<file path="src/rtl/song_pkg.sv">
// Shared types and ROM word layout for the song sequencer.
package song_pkg;

  typedef enum logic [2:0] {
    IDLE,
    FETCH,
    ROM_WAIT,
    LOAD,
    ARM,
    PLAYING,
    END
  } state_e;

  localparam int ROM_W    = 12;
  localparam int NOTE_MSB = 11;
  localparam int NOTE_LSB = 6;
  localparam int DUR_MSB  = 5;
  localparam int DUR_LSB  = 0;

  localparam logic [DUR_MSB-DUR_LSB:0] END_MARKER_DUR = '0;

  function automatic logic [NOTE_MSB-NOTE_LSB:0] rom_note(input logic [ROM_W-1:0] w);
    return w[NOTE_MSB:NOTE_LSB];
  endfunction

  function automatic logic [DUR_MSB-DUR_LSB:0] rom_dur(input logic [ROM_W-1:0] w);
    return w[DUR_MSB:DUR_LSB];
  endfunction

endpackage

</file>
<file path="src/rtl/song_index_counter.sv">
// Song/note index registers: note advance, song advance (clears note index).
module song_index_counter #(
  parameter int SONG_BITS = 2,
  parameter int NOTE_BITS = 5
) (
  input  logic                 clk,
  input  logic                 reset,
  input  logic                 inc_note_i,
  input  logic                 next_song_i,
  output logic [SONG_BITS-1:0] song_idx_o,
  output logic [NOTE_BITS-1:0] note_idx_o,
  output logic                 note_last_o
);

  logic [SONG_BITS-1:0] song_q, song_d;
  logic [NOTE_BITS-1:0] note_q, note_d;

  // Song advance wins over note advance; both wrap naturally.
  always_comb begin
    song_d = song_q;
    note_d = note_q;
    if (next_song_i) begin
      song_d = song_q + 1'b1;
      note_d = '0;
    end else if (inc_note_i) begin
      note_d = note_q + 1'b1;
    end
  end

  always_ff @(posedge clk or negedge reset) begin
    if (!reset) begin
      song_q <= '0;
      note_q <= '0;
    end else begin
      song_q <= song_d;
      note_q <= note_d;
    end
  end

  assign song_idx_o  = song_q;
  assign note_idx_o  = note_q;
  assign note_last_o = &note_q;

endmodule

</file>
<file path="src/rtl/song_sequencer.sv">
// Walks song ROM words and feeds them to the note player one load at a time.
module song_sequencer
  import song_pkg::*;
#(
  parameter int SONG_BITS = 2,
  parameter int NOTE_BITS = 5
) (
  input  logic                           clk,
  input  logic                           reset,
  input  logic                           play,
  input  logic                           next_song,
  output logic [SONG_BITS+NOTE_BITS-1:0] rom_addr,
  input  logic [ROM_W-1:0]               rom_data,
  output logic [5:0]                     note_to_load,
  output logic [5:0]                     duration_to_load,
  output logic                           load_new_note,
  input  logic                           done_with_note,
  output logic                           play_enable,
  output logic                           song_done,
  output logic [SONG_BITS-1:0]           current_song
);

  state_e               state_q, state_d;
  logic [5:0]           note_q, note_d;
  logic [5:0]           dur_q, dur_d;
  logic                 inc_note, adv_song, note_last;
  logic [SONG_BITS-1:0] song_idx;
  logic [NOTE_BITS-1:0] note_idx;

  song_index_counter #(
    .SONG_BITS(SONG_BITS),
    .NOTE_BITS(NOTE_BITS)
  ) u_idx (
    .clk        (clk),
    .reset      (reset),
    .inc_note_i (inc_note),
    .next_song_i(adv_song),
    .song_idx_o (song_idx),
    .note_idx_o (note_idx),
    .note_last_o(note_last)
  );

  always_comb begin
    state_d  = state_q;
    note_d   = note_q;
    dur_d    = dur_q;
    inc_note = 1'b0;
    adv_song = 1'b0;
    case (state_q)
      IDLE:     if (play) state_d = FETCH;
      FETCH:    if (play) state_d = ROM_WAIT;
      ROM_WAIT: begin
        // ROM word is only valid this cycle, so capture it unconditionally.
        note_d  = rom_note(rom_data);
        dur_d   = rom_dur(rom_data);
        state_d = (rom_dur(rom_data) == END_MARKER_DUR) ? END : LOAD;
      end
      LOAD:     state_d = ARM;
      // Player's done flag is stale until its timer reloads; skip it here.
      ARM:      state_d = PLAYING;
      PLAYING: begin
        if (done_with_note && play) begin
          if (note_last) begin
            state_d = END;
          end else begin
            inc_note = 1'b1;
            state_d  = FETCH;
          end
        end
      end
      END: begin
        adv_song = 1'b1;
        state_d  = FETCH;
      end
      default:  state_d = IDLE;
    endcase
    // Skip request overrides everything except IDLE.
    if (state_q != IDLE && next_song) begin
      inc_note = 1'b0;
      adv_song = 1'b1;
      state_d  = FETCH;
    end
  end

  always_ff @(posedge clk or negedge reset) begin
    if (!reset) begin
      state_q <= IDLE;
      note_q  <= '0;
      dur_q   <= '0;
    end else begin
      state_q <= state_d;
      note_q  <= note_d;
      dur_q   <= dur_d;
    end
  end

  // Decoded straight from the state register so reset clears them at once.
  assign load_new_note    = (state_q == LOAD);
  assign song_done        = (state_q == END);
  assign play_enable      = play && (state_q != IDLE);
  assign rom_addr         = {song_idx, note_idx};
  assign current_song     = song_idx;
  assign note_to_load     = note_q;
  assign duration_to_load = dur_q;

endmodule

</file>
<file path="config.mk">
export PLATFORM = sky130hd
export DESIGN_NAME = song_sequencer
export DESIGN_NICKNAME = d
export VERILOG_FILES = /design/src/rtl/song_pkg.sv /design/src/rtl/song_index_counter.sv /design/src/rtl/song_sequencer.sv
export SDC_FILE = /design/constraint.sdc
export NUM_CORES = 1
export LEC_CHECK = 0
export CAP_MARGIN = 40
export CORE_MARGIN = 4
export CORE_UTILIZATION = 43
export CTS_CLUSTER_DIAMETER = 150
export DETAILED_ROUTE_END_ITERATION = 6
export GPL_TIMING_DRIVEN = 1
export PLACE_DENSITY = 0.74
export SYNTH_ARGS = -nofsm -noshare
export SYNTH_HDL_FRONTEND = slang
export SYNTH_SLANG_ARGS = --single-unit
</file>
<file path="constraint.sdc">
create_clock -name clk -period 2.9 [get_ports clk]
set_clock_uncertainty 0.1 [all_clocks]
set_input_delay 0.29 -clock clk [delete_from_list [all_inputs] [get_ports clk]]
set_output_delay 0.29 -clock clk [all_outputs]
set_load 0.03 [all_outputs]
</file>
== Yosys cells after proc, flatten, opt, wreduce, memory -nomap -nowiden ==
Index checks and enable logic that the tools add are counted.

* Register bits after elaboration: 22
* Input port bits: 17
* Output and inout bits: 24

* Add/sub/neg operators: 2
* Equality and inequality tests: 9
* Multiplexer cells: 15
* Reduce and logical (&&, ||, !) cells: 9

{| class="wikitable"
|+ Operators by type and width
! operator !! count
|-
| 3-bit case mux with 7 select lines || 1
|-
| 3-bit 2-to-1 mux || 6
|-
| 5-bit 2-to-1 mux || 2
|-
| 3-bit equality test (second input constant) || 3
|-
| 3-bit inequality test (second input constant) || 3
|-
| 3-bit by 2-bit equality test with 1-bit output (second input constant) || 2
|-
| 6-bit zero test || 1
|-
| 1-bit 2-to-1 mux || 6
|-
| 5-bit by 1-bit adder with 5-bit output (second input constant) || 1
|-
| 5-bit AND reduction || 1
|-
| 3-bit by 1-bit equality test with 1-bit output (second input constant) || 1
|-
| 1-bit logical AND || 3
|-
| 3-bit zero test || 1
|-
| 3-bit AND reduction || 1
|-
| 3-bit nonzero test || 1
|-
| 2-bit by 1-bit adder with 2-bit output (second input constant) || 1
|-
| 2-bit nonzero test || 1
|}

== Depth between registers and ports, before layout ==
Gate-level depths: netlist of run 1.

* Depth after elaboration: 7
* Gate-level depth with buffers: 7
* Mapped depth without buffers: 7

== Modules after synthesis ==
Synthesis of run 1 repeated with hierarchy kept, for this count alone.

* Cells, all modules: 98
* Area total of the unflattened synthesis: 1161.1 um^2

{| class="wikitable"
|+ Modules (own cells, without submodules)
! module !! times used !! cells an instance !! area an instance (um^2) !! sequential area each (um^2)
|-
| song_sequencer || 1 || 70 || 808.3 || 375.4
|-
| song_index_counter || 1 || 28 || 352.8 || 175.2
|}

== Worst setup path before layout of run 1 ==
OpenSTA, ideal clock, no wires.

* Path type: register to register
* From: reg u_idx.note_q[0], in the netlist u_idx.note_idx_o[0]
* To: reg u_idx.note_q[2], in the netlist u_idx.note_idx_o[2]
* Setup time: 78 ps
* Data arrival time: 2059 ps
* Path slack: 664 ps
* Cell stages (with the launch flop): 8
* Clock period less this slack: 2236 ps
* Cell sequence: dfrtp_1 > ha_1 > and3_1 > ha_1 > or3b_1 > clkbuf_2 > or3_1 > a21oi_1

* Cells in the longest elaborated chain, start to end: 6
* Elaborated cells between the ends (all ways): 9
* Classes of those cells: add/sub (1); mux (6); reduce/logical (2)

{| class="wikitable"
|+ RTL lines
! what !! RTL line !! text
|-
| from (decl) || song_index_counter.sv:16 || <nowiki>logic [NOTE_BITS-1:0] note_q, note_d;</nowiki>
|-
| from (signal assigned) || song_index_counter.sv:36 || <nowiki>note_q <= note_d;</nowiki>
|-
| 5-bit AND reduction || song_index_counter.sv:42 || <nowiki>assign note_last_o = &note_q;</nowiki>
|-
| 1-bit 2-to-1 mux || song_sequencer.sv:63 || <nowiki>if (note_last) begin</nowiki>
|-
| 1-bit 2-to-1 mux || song_sequencer.sv:62 || <nowiki>if (done_with_note && play) begin</nowiki>
|-
| 1-bit 2-to-1 mux || song_sequencer.sv:49 || <nowiki>case (state_q)</nowiki>
|-
| 1-bit 2-to-1 mux || song_sequencer.sv:78 || <nowiki>if (state_q != IDLE && next_song) begin</nowiki>
|-
| 2-bit nonzero test (no line) || - ||
|}

Several ways; a longest one is shown, not always the timed one. The select of a mux whose other input is x is not followed.
A chain may end at the register's enable or synchronous reset.

== Worst setup path in the final report of run 1 ==
* From: reg state_q[2]
* To: out song_done

* Cells in the longest elaborated chain, start to end: 1

{| class="wikitable"
|+ RTL lines
! what !! RTL line !! text
|-
| from (decl) || song_sequencer.sv:23 || <nowiki>state_e state_q, state_d;</nowiki>
|-
| from (signal assigned) || song_sequencer.sv:91 || <nowiki>state_q <= state_d;</nowiki>
|-
| 3-bit equality test || song_sequencer.sv:99 || <nowiki>assign song_done = (state_q == END);</nowiki>
|-
| to (decl) || song_sequencer.sv:19 || <nowiki>output logic song_done,</nowiki>
|}

No other way between the ends.

==> results of run 1 <==
-- cell type report --
cell class / instances / area (sq um) / area share (%)
Sequential cell: 22 / 551 / 34.8
Multi-Input combinational cell: 70 / 514 / 32.5
Timing Repair Buffer: 42 / 423 / 26.7
Tap cell: 30 / 37.5 / 2.37
Clock inverter: 1 / 30.0 / 1.90
Clock buffer: 3 / 22.5 / 1.42
Inverter: 1 / 3.75 / 0.237
-- cells in the final DEF, fill, tap and decap left out, types with 2 or more instances in the layout --
cell type        count
o2bb2ai_1            3
o21ai_0              4
nor3_1               2
ha_1                 2
clkdlybuf4s50_1     40
mux2_2              12
xor2_1               4
or4_1                2
a21oi_1              9
nor2_1               5
dfrtp_1             22
nor2b_1              3
nand2_1              3
clkbuf_4             3
nand2b_1             6
-- power by group through the flow --
| stage | registers (W) | clock network (W) | logic, W |
|---|---|---|---|
| floorplan | 0.000702 | 0 | 0.000365 |
| global placement | 0.000536 | 0 | 0.000837 |
| detailed placement | 0.000545 | 0 | 0.000846 |
| CTS | 0.000539 | 0.000241 | 0.000852 |
| global route | 0.000564 | 0.000258 | 0.000897 |
| finish | 0.000537 | 0.000235 | 0.000840 |
-- worst register-to-register path, delay by kind of cell, from the launching register on --
family                     cells  cell delay (ps)
AOI/OAI and AO/OA              1              170
DFF                            1              440
and+or+nand+nor                3              990
adders and majority gates      2              460
-- cell families (layout without fill, tap and decap cells) --
logic type | Yosys count | after routing | share of synthesized area (%)
AND/OR/NAND/NOR | 30 | 30 | 16.4
AO/OA/AOI/OAI | 22 | 22 | 12.3
flip-flops | 22 | 22 | 49.5
multiplexers | 12 | 12 | 12.1
buffers and inverters | 9 | 47 | 4.27
XOR/XNOR | 4 | 4 | 3.15
adder cells (fa/ha/maj) | 2 | 2 | 2.25
-- layer usage --
layer / global-route usage, % / routed length (um) / part of all wire [%]
met1: 19.5 / 991 / 41
met2: 27.0 / 1240 / 51
met3: 3.73 / 185 / 7.6
met4: 6.80 / 25 / 1.0
met5: 0 / 0 / 0
-- stage by stage --
stage / hold WS, ps / instances / area [sq um]
after floorplan: -106 / 101 / 1110
after global placement: 384 / 164 / 1510
after detailed placement: 387 / 165 / 1530
after CTS: 176 / 169 / 1580
after global routing: 180 / 169 / 1580
final: 171 / 169 / 1580
-- flip-flops by register name, indices dropped and copies added, names as in the netlist --
name,flops
note_to_load,6
duration_to_load,6
u_idx.note_idx_o,5
state_q,3
u_idx.song_idx_o,2
-- worst max-delay path by stage --
stage	end	depth (start not counted)	slack, ps
final	song_done	3	640
after global routing	song_done	3	530
after CTS	song_done	3	630
after detailed placement	u_idx.note_idx_o[2]	6	690
after global placement	state_q[0]	5	750
after floorplan	u_idx.note_idx_o[2]	7	660
==> results_dict.tcl, run 1 <==
set metrics [dict create \
    switchingPower_w 0.000647 \
    p_int_w 0.000964 \
    synth_edf_count 0 \
    synth_top_cell_by_area "dfrtp_1" \
    rsz0062_at_grt "false" \
    wl_per_cell_um 14.5 \
    end_kind "output pin" \
    place_hpwl_mm 1.91 \
    post_cts_buffers 0 \
    critPathKind "flop to output pin" \
    yosys-top-cells-area "dfrtp_1 (49%), mux2_2 (12%), a21oi_1 (4.0%), nand2b_1 (3.4%), xor2_1 (3.1%)" \
    syn_nets 120 \
    finalPower_w 0.00161 \
    hold_path_class "input pin to asynchronous set/reset pin" \
    combinationalPowerShare_pct 52.1 \
    vias_per_cell 5.37 \
    pwr-share-seq_pct 33.3 \
    synth_area_per_cell_sq_um 11.0 \
    switching_share_pct 40.2 \
    yosys_warnings 0 \
    post-route-drc-count 0 \
    cts_tree "done" \
    crit_buf_inv 1 \
    core_sq_um 2480 \
    grt_pass1_wl_mm 4.22 \
    drt_iter0_drc 20 \
    finalCriticalPeriod_ps 2260 \
    ctsLongestPathBuffers 2 \
    synth_most_common_cell "dfrtp_1" \
    setup-tns-final_ps 0 \
    crit_arrival_ps 1870 \
    cts_root_buf "clkbuf_4" \
    cp-start-kind "flop" \
    reg2reg_from "u_idx.note_idx_o[0]" \
    cpPeakStageDelay_ps 660 \
    place_congestion 0.792 \
    overflow 0 \
    seq_area_frac_synth_pct 49.5 \
    diodes 0 \
    ys_async_sr_fraction_pct 100 \
    rr_worst_depth 6 \
    outcome "finished clean" \
    power_density_nw_per_um2 1020 \
    fmax_ghz 0.443 \
    fin_nets 159 \
    fin_ws_ps 644 \
    drtPass1Iterations 4 \
    die_area_sq_um 3460 \
    synthCells 101 \
    slew_headroom_pct 70.4 \
    setup_viol_count_final 0 \
    clockPowerShare_pct 14.6 \
    fin_util_pct 63.8 \
    post_cts_resized 0 \
    fp-row-count 18 \
    ys_types 33 \
    ys.flop_type "dfrtp_1" \
    nFillCells 215 \
    drive_gt1_share_pct 15.8 \
    synth_area_sq_um 1110 \
    hold_viol_final 0 \
    period_share_pct 77.8 \
    antenna_found_initial 0 \
    grt_max_degree 15 \
    syn_to_final_growth_pct 42.2 \
    crit_family "buffers and inverters" \
    start_util_pct 44.9 \
    io_buffers 40 \
    maxCapViolCount 0 \
    r2r-end "u_idx.note_idx_o[2]" \
    synthTopCellsByCount "dfrtp_1 (22), mux2_2 (12), a21oi_1 (9)" \
    slowest_stage "clkdlybuf4s50_1" \
    leakagePower_nw 0.650 \
    r2r_slack_ps 680 \
    peakVddDrop_mv 0.801 \
    crit_chain "nor2b_1 > and2_1 > clkdlybuf4s50_1" \
    worstSetupStartpoint "state_q[2]" \
    ys_seq_elements 22 \
    worstPathMaxFanout 12 \
    numCtsBuffers 3 \
    grt_pass1_vias 940 \
    clk_transition_reported_paths_ps 130 \
    maxSlewViolCount 0 \
    worst_pin_slew_ps 442 \
    num_vias 907 \
    wl_mm 2.45 \
    clock-sinks 22 \
    yosys.area.top_type_share_pct 49.5 \
    clock_latency_ps 310 \
    required_ps 2510 \
    dp_slack_ps 692 \
    antenna_left 0 \
    ios 41 \
    hold_buffers 0 \
    dieHeight_um 58.9 \
    htree_num_levels 1 \
    die_w_um 58.9 \
    grtUsageTotal_pct 16.0 \
]
Note: power is estimated with default switching activity, not from simulation.
==> inputs of run 2 (changes only) <==
- clock period: 2.9 -> 2.2 ns (I/O delays scaled with it)
==> results_dict.tcl, run 2 (synthesis gave the netlist of run 1 again) <==
set metrics [dict create \
    outcome "finished clean" \
    combinationalPowerShare_pct 52.2 \
    r2r_slack_ps 60 \
    slowest_stage "or4b_2" \
    power_density_nw_per_um2 1340 \
    post_cts_buffers 0 \
    hold_path_class "input pin to asynchronous set/reset pin" \
    reg2reg_from "u_idx.note_idx_o[0]" \
    post-route-drc-count 0 \
    rsz0062_at_grt "false" \
    grtUsageTotal_pct 17.2 \
    critPathKind "flop to flop" \
    peakVddDrop_mv 0.983 \
    cpPeakStageDelay_ps 680 \
    cts_root_buf "clkbuf_4" \
    crit_arrival_ps 2300 \
    grt_pass1_wl_mm 4.51 \
    period_share_pct 97.4 \
    antenna_left 0 \
    switchingPower_w 0.000873 \
    antenna_found_initial 0 \
    crit_chain "ha_1 > and3_1 > ha_2 > or4b_2 > xor2_1 > nor2_1" \
    overflow 0 \
    dieHeight_um 58.9 \
    io_buffers 40 \
    multi_input_comb_area_sq_um 517 \
    mostFrequentLayoutCells "clkdlybuf4s50_1 (39), dfrtp_1 (18), mux2_2 (12)" \
    die_w_um 58.9 \
    clock-sinks 22 \
    num_vias 916 \
    worstSetupStartpoint "u_idx.note_idx_o[0]" \
    worstPathMaxFanout 5 \
    core_sq_um 2480 \
    ctsLongestPathBuffers 2 \
    nFillCells 204 \
    place_congestion 0.872 \
    rr_worst_depth 6 \
    wl_mm 2.65 \
    layout_commonest_cell "clkdlybuf4s50_1" \
    required_ps 2350 \
    fin_ws_ps 56.1 \
    fin_nets 161 \
    dp_slack_ps 35.9 \
    leakagePower_nw 0.666 \
    clk_transition_reported_paths_ps 130 \
    maxSlewViolCount 0 \
    setup-tns-final_ps 0 \
    hold_buffers 0 \
    register_area_sq_um 556 \
    place_area_sq_um 1540 \
    clockPowerShare_pct 14.5 \
    clock_latency_ps 310 \
    r2r-end "u_idx.note_idx_o[3]" \
    cts_tree "done" \
    ios 41 \
    cp-start-kind "flop" \
    syn_to_final_growth_pct 43.8 \
    maxCapViolCount 0 \
    start_util_pct 44.9 \
    htree_num_levels 1 \
    grt_pass1_vias 1015 \
    pwr-share-seq_pct 33.3 \
    p_int_w 0.00128 \
    fmax_ghz 0.466 \
    switching_share_pct 40.6 \
    end_kind "flop" \
    numCtsBuffers 3 \
    die_area_sq_um 3460 \
    drive_gt1_share_pct 20.6 \
    final_area_sq_um 1600 \
    wl_per_cell_um 15.5 \
    place_hpwl_mm 2.00 \
    drt_iter0_drc 11 \
    finalCriticalPeriod_ps 2140 \
    hold_viol_final 0 \
    drtPass1Iterations 2 \
    post_cts_resized 0 \
    diodes 0 \
    vias_per_cell 5.36 \
    setup_viol_count_final 0 \
    fp-row-count 18 \
    worst_pin_slew_ps 321 \
    grt_max_degree 23 \
    slew_headroom_pct 78.5 \
]
## run 2: how the worst max path moves through the flow
stage	slack, ps	endpoint	cells after the start
global route	8	u_idx.note_idx_o[3]	6
finish	60	u_idx.note_idx_o[3]	6
floorplan	20	u_idx.note_idx_o[2]	7
CTS	2	song_done	3
detailed placement	40	u_idx.note_idx_o[3]	6
global placement	90	u_idx.note_idx_o[3]	6
## run 2: power groups by stage
stage	Combinational (W)	Sequential, W	Clock (W)
final	0.00112	0.000716	0.000312
after floorplan	0.000481	0.000925	0
after global placement	0.00111	0.000706	0
after detailed placement	0.00113	0.000719	0
after CTS	0.00114	0.000713	0.000317
after global routing	0.00119	0.000745	0.000335
## run 2: final cells by class
class | instances | area share (%)
Clock buffer | 3 | 1.41
Clock inverter | 1 | 1.88
Inverter | 1 | 0.235
Multi-Input combinational cell | 70 | 32.3
Sequential cell | 22 | 34.7
Tap cell | 30 | 2.35
Timing Repair Buffer | 44 | 27.1
## run 2: stage by stage
step / utilization (%) / power, W / cells / hold slack, ps
2_1_floorplan: - / 0.00141 / 101 / -176
3_3_place_gp: 62.1 / 0.00181 / 167 / 381
3_5_place_dp: 62.1 / 0.00185 / 167 / 396
4_1_cts: 64.2 / 0.00217 / 171 / 152
5_1_grt: 64.5 / 0.00227 / 171 / 156
6_report: 64.5 / 0.00215 / 171 / 138
## run 2: metal layers
metal / wire (um) / vias up / share of wire (%) / track usage, %
met5: 0 / - / 0 / 0
li1: - / 438 / - / -
met3: 178 / 5 / 6.7 / 5.04
met4: 34 / 0 / 1.3 / 8.09
met2: 1390 / 30 / 52 / 29.8
met1: 1050 / 443 / 40 / 19.3
## run 2: critical path, delay by kind of cell (launching register included)
kind | cells | cell delay (ps)
DFF | 1 | 450
adders and majority gates | 2 | 410
and+or+nand+nor | 3 | 960
xor gates and xnor gates | 1 | 160
==> inputs of run 3 (changes only) <==
- CELL_PAD_IN_SITES_DETAIL_PLACEMENT: not set -> 0
- CELL_PAD_IN_SITES_GLOBAL_PLACEMENT: not set -> 2
- CORE_UTILIZATION: 43 -> 26
- GPL_ROUTABILITY_DRIVEN: not set -> 0
- PLACE_DENSITY: 0.74 -> 0.73
- TNS_END_PERCENT: not set -> 100
==> results_dict.tcl, run 3 (synthesis gave the netlist of run 1 again) <==
set metrics [dict create \
    outcome "finished clean" \
    drive_gt1_share_pct 21.0 \
    setup-tns-final_ps 0 \
    wl_per_cell_um 14.0 \
    required_ps 2240 \
    antenna_found_initial 0 \
    fmax_ghz 0.478 \
    peakVddDrop_mv 0.701 \
    fin_nets 163 \
    syn_to_final_growth_pct 47.5 \
    cpPeakStageDelay_ps 680 \
    wl_mm 2.69 \
    p_int_w 0.00126 \
    die_area_sq_um 5390 \
    critPathKind "flop to flop" \
    clk_transition_reported_paths_ps 80 \
    drtPass1Iterations 4 \
    crit_chain "ha_1 > and3_1 > ha_2 > or4b_2 > xor2_1 > nor2_1" \
    grt_max_degree 23 \
    start_util_pct 27.4 \
    end_kind "flop" \
    mostFrequentLayoutCells "clkdlybuf4s50_1 (39), dfrtp_1 (19), mux2_2 (12)" \
    clockPowerShare_pct 13.4 \
    crit_buf_inv 0 \
    layout_commonest_cell "clkdlybuf4s50_1" \
    cp-start-kind "flop" \
    cts_tree "done" \
    die_w_um 73.4 \
    worstPathMaxFanout 5 \
    rsz0062_at_grt "false" \
    switching_share_pct 40.6 \
    final_area_sq_um 1640 \
    maxCapViolCount 0 \
    fp-row-count 23 \
    dieHeight_um 73.4 \
    power_density_nw_per_um2 1290 \
    maxSlewViolCount 0 \
    drt_iter0_drc 41 \
    period_share_pct 95.0 \
    io_buffers 40 \
    hold_path_class "input pin to asynchronous set/reset pin" \
    diodes 0 \
    hold_buffers 0 \
    place_area_sq_um 1580 \
    slowest_stage "or4b_2" \
    ctsLongestPathBuffers 2 \
    clock-sinks 22 \
    grt_pass1_vias 937 \
    hold_viol_final 0 \
    finalCriticalPeriod_ps 2090 \
    crit_family "simple AND/OR/NAND/NOR gates" \
    grtUsageTotal_pct 10.5 \
    vias_per_cell 4.77 \
    setup_viol_count_final 0 \
    cts_root_buf "clkbuf_8" \
    antenna_left 0 \
    leakagePower_nw 0.679 \
    core_sq_um 4060 \
    slew_headroom_pct 77.9 \
    num_vias 921 \
    pwr-share-seq_pct 33.1 \
    grt_pass1_wl_mm 4.37 \
    switchingPower_w 0.000862 \
    worst_pin_slew_ps 330 \
    combinationalPowerShare_pct 53.5 \
    ios 41 \
    place_hpwl_mm 2.08 \
    overflow 0 \
    clock_latency_ps 250 \
    crit_arrival_ps 2130 \
    post-route-drc-count 0 \
    htree_num_levels 1 \
    numCtsBuffers 3 \
]
==> run 3: cell count changes in the layout (fill, tap and decap cells not counted) <==
cell       previous run  this run
clkbuf_4              3         0
o21ai_1               1         0
buf_4                 4         6
dfrtp_2               4         3
clkbuf_8              0         4
bufinv_16             1         0
dfrtp_1              18        19
o21ai_0               3         4
==> run 3: area by class of cell <==
type                       instances  area (sq um)
tap                               50          62.6
clock buffer                       4          55.1
inverter                           1          3.75
sequential                        22           554
timing repair buffer              46           448
multi-input combinational         70           517
fill                             393          2420
==> run 3: final timing paths <==
| path | depth (start not counted) | start | slack (ps) | to |
|---|---|---|---|---|
| setup / recovery | 6 | u_idx.note_idx_o[1] | 110 | u_idx.note_idx_o[3] |
| hold / removal | 2 | reset | 220 | note_to_load[1] |
| setup reg to reg | 6 | u_idx.note_idx_o[1] | 110 | u_idx.note_idx_o[3] |
| hold reg to reg | 1 | u_idx.song_idx_o[1] | 400 | u_idx.song_idx_o[1] |
| max in group asynchronous | 2 | reset | 1530 | state_q[2] |
| min in group clk | 1 | u_idx.song_idx_o[1] | 400 | u_idx.song_idx_o[1] |
==> run 3: metal layers <==
| layer | wire length, um | vias up | global-route usage, % |
|---|---|---|---|
| li1 | - | 443 | - |
| met1 | 1110 | 443 | 12.8 |
| met2 | 1290 | 33 | 16.4 |
| met3 | 278 | 2 | 5.20 |
| met4 | 17 | 0 | 3.02 |
| met5 | 0 | - | 0 |
==> run 3: power groups by stage <==
| stage | registers (W) | clock network [W] | logic, W |
|---|---|---|---|
| global placement | 0.000704 | 0 | 0.00115 |
| detailed placement | 0.000712 | 0 | 0.00114 |
| floorplan | 0.000925 | 0 | 0.000481 |
| finish | 0.000703 | 0.000284 | 0.00114 |
| CTS | 0.000704 | 0.000300 | 0.00115 |
| global route | 0.000738 | 0.000322 | 0.00121 |
==> run 3: repair_timing <==
item	4_1_cts	5_1_grt
buffers inserted	0	0
setup endpoints to repair	0	2
resized for setup	0	3
==> run 3: through the flow <==
step           instances  utilization, %  setup WS [ps]  power, W  hold WS, ps
2_1_floorplan        101               -           21.8   0.00141         -176
3_3_place_gp         189            38.9            122   0.00185          385
3_5_place_dp         189            38.9           80.1   0.00186          397
4_1_cts              193            40.3           6.48   0.00216          220
5_1_grt              193            40.4           36.0   0.00227          226
6_report             193            40.4            110   0.00212          216
==> run 3: worst register-to-register path, delay by kind of cell, from the launching register on <==
kind,cells,cell delay (ps)
xor gates and xnor gates,1,160
adders and majority gates,2,380
DFF,1,420
and+or+nand+nor,3,920
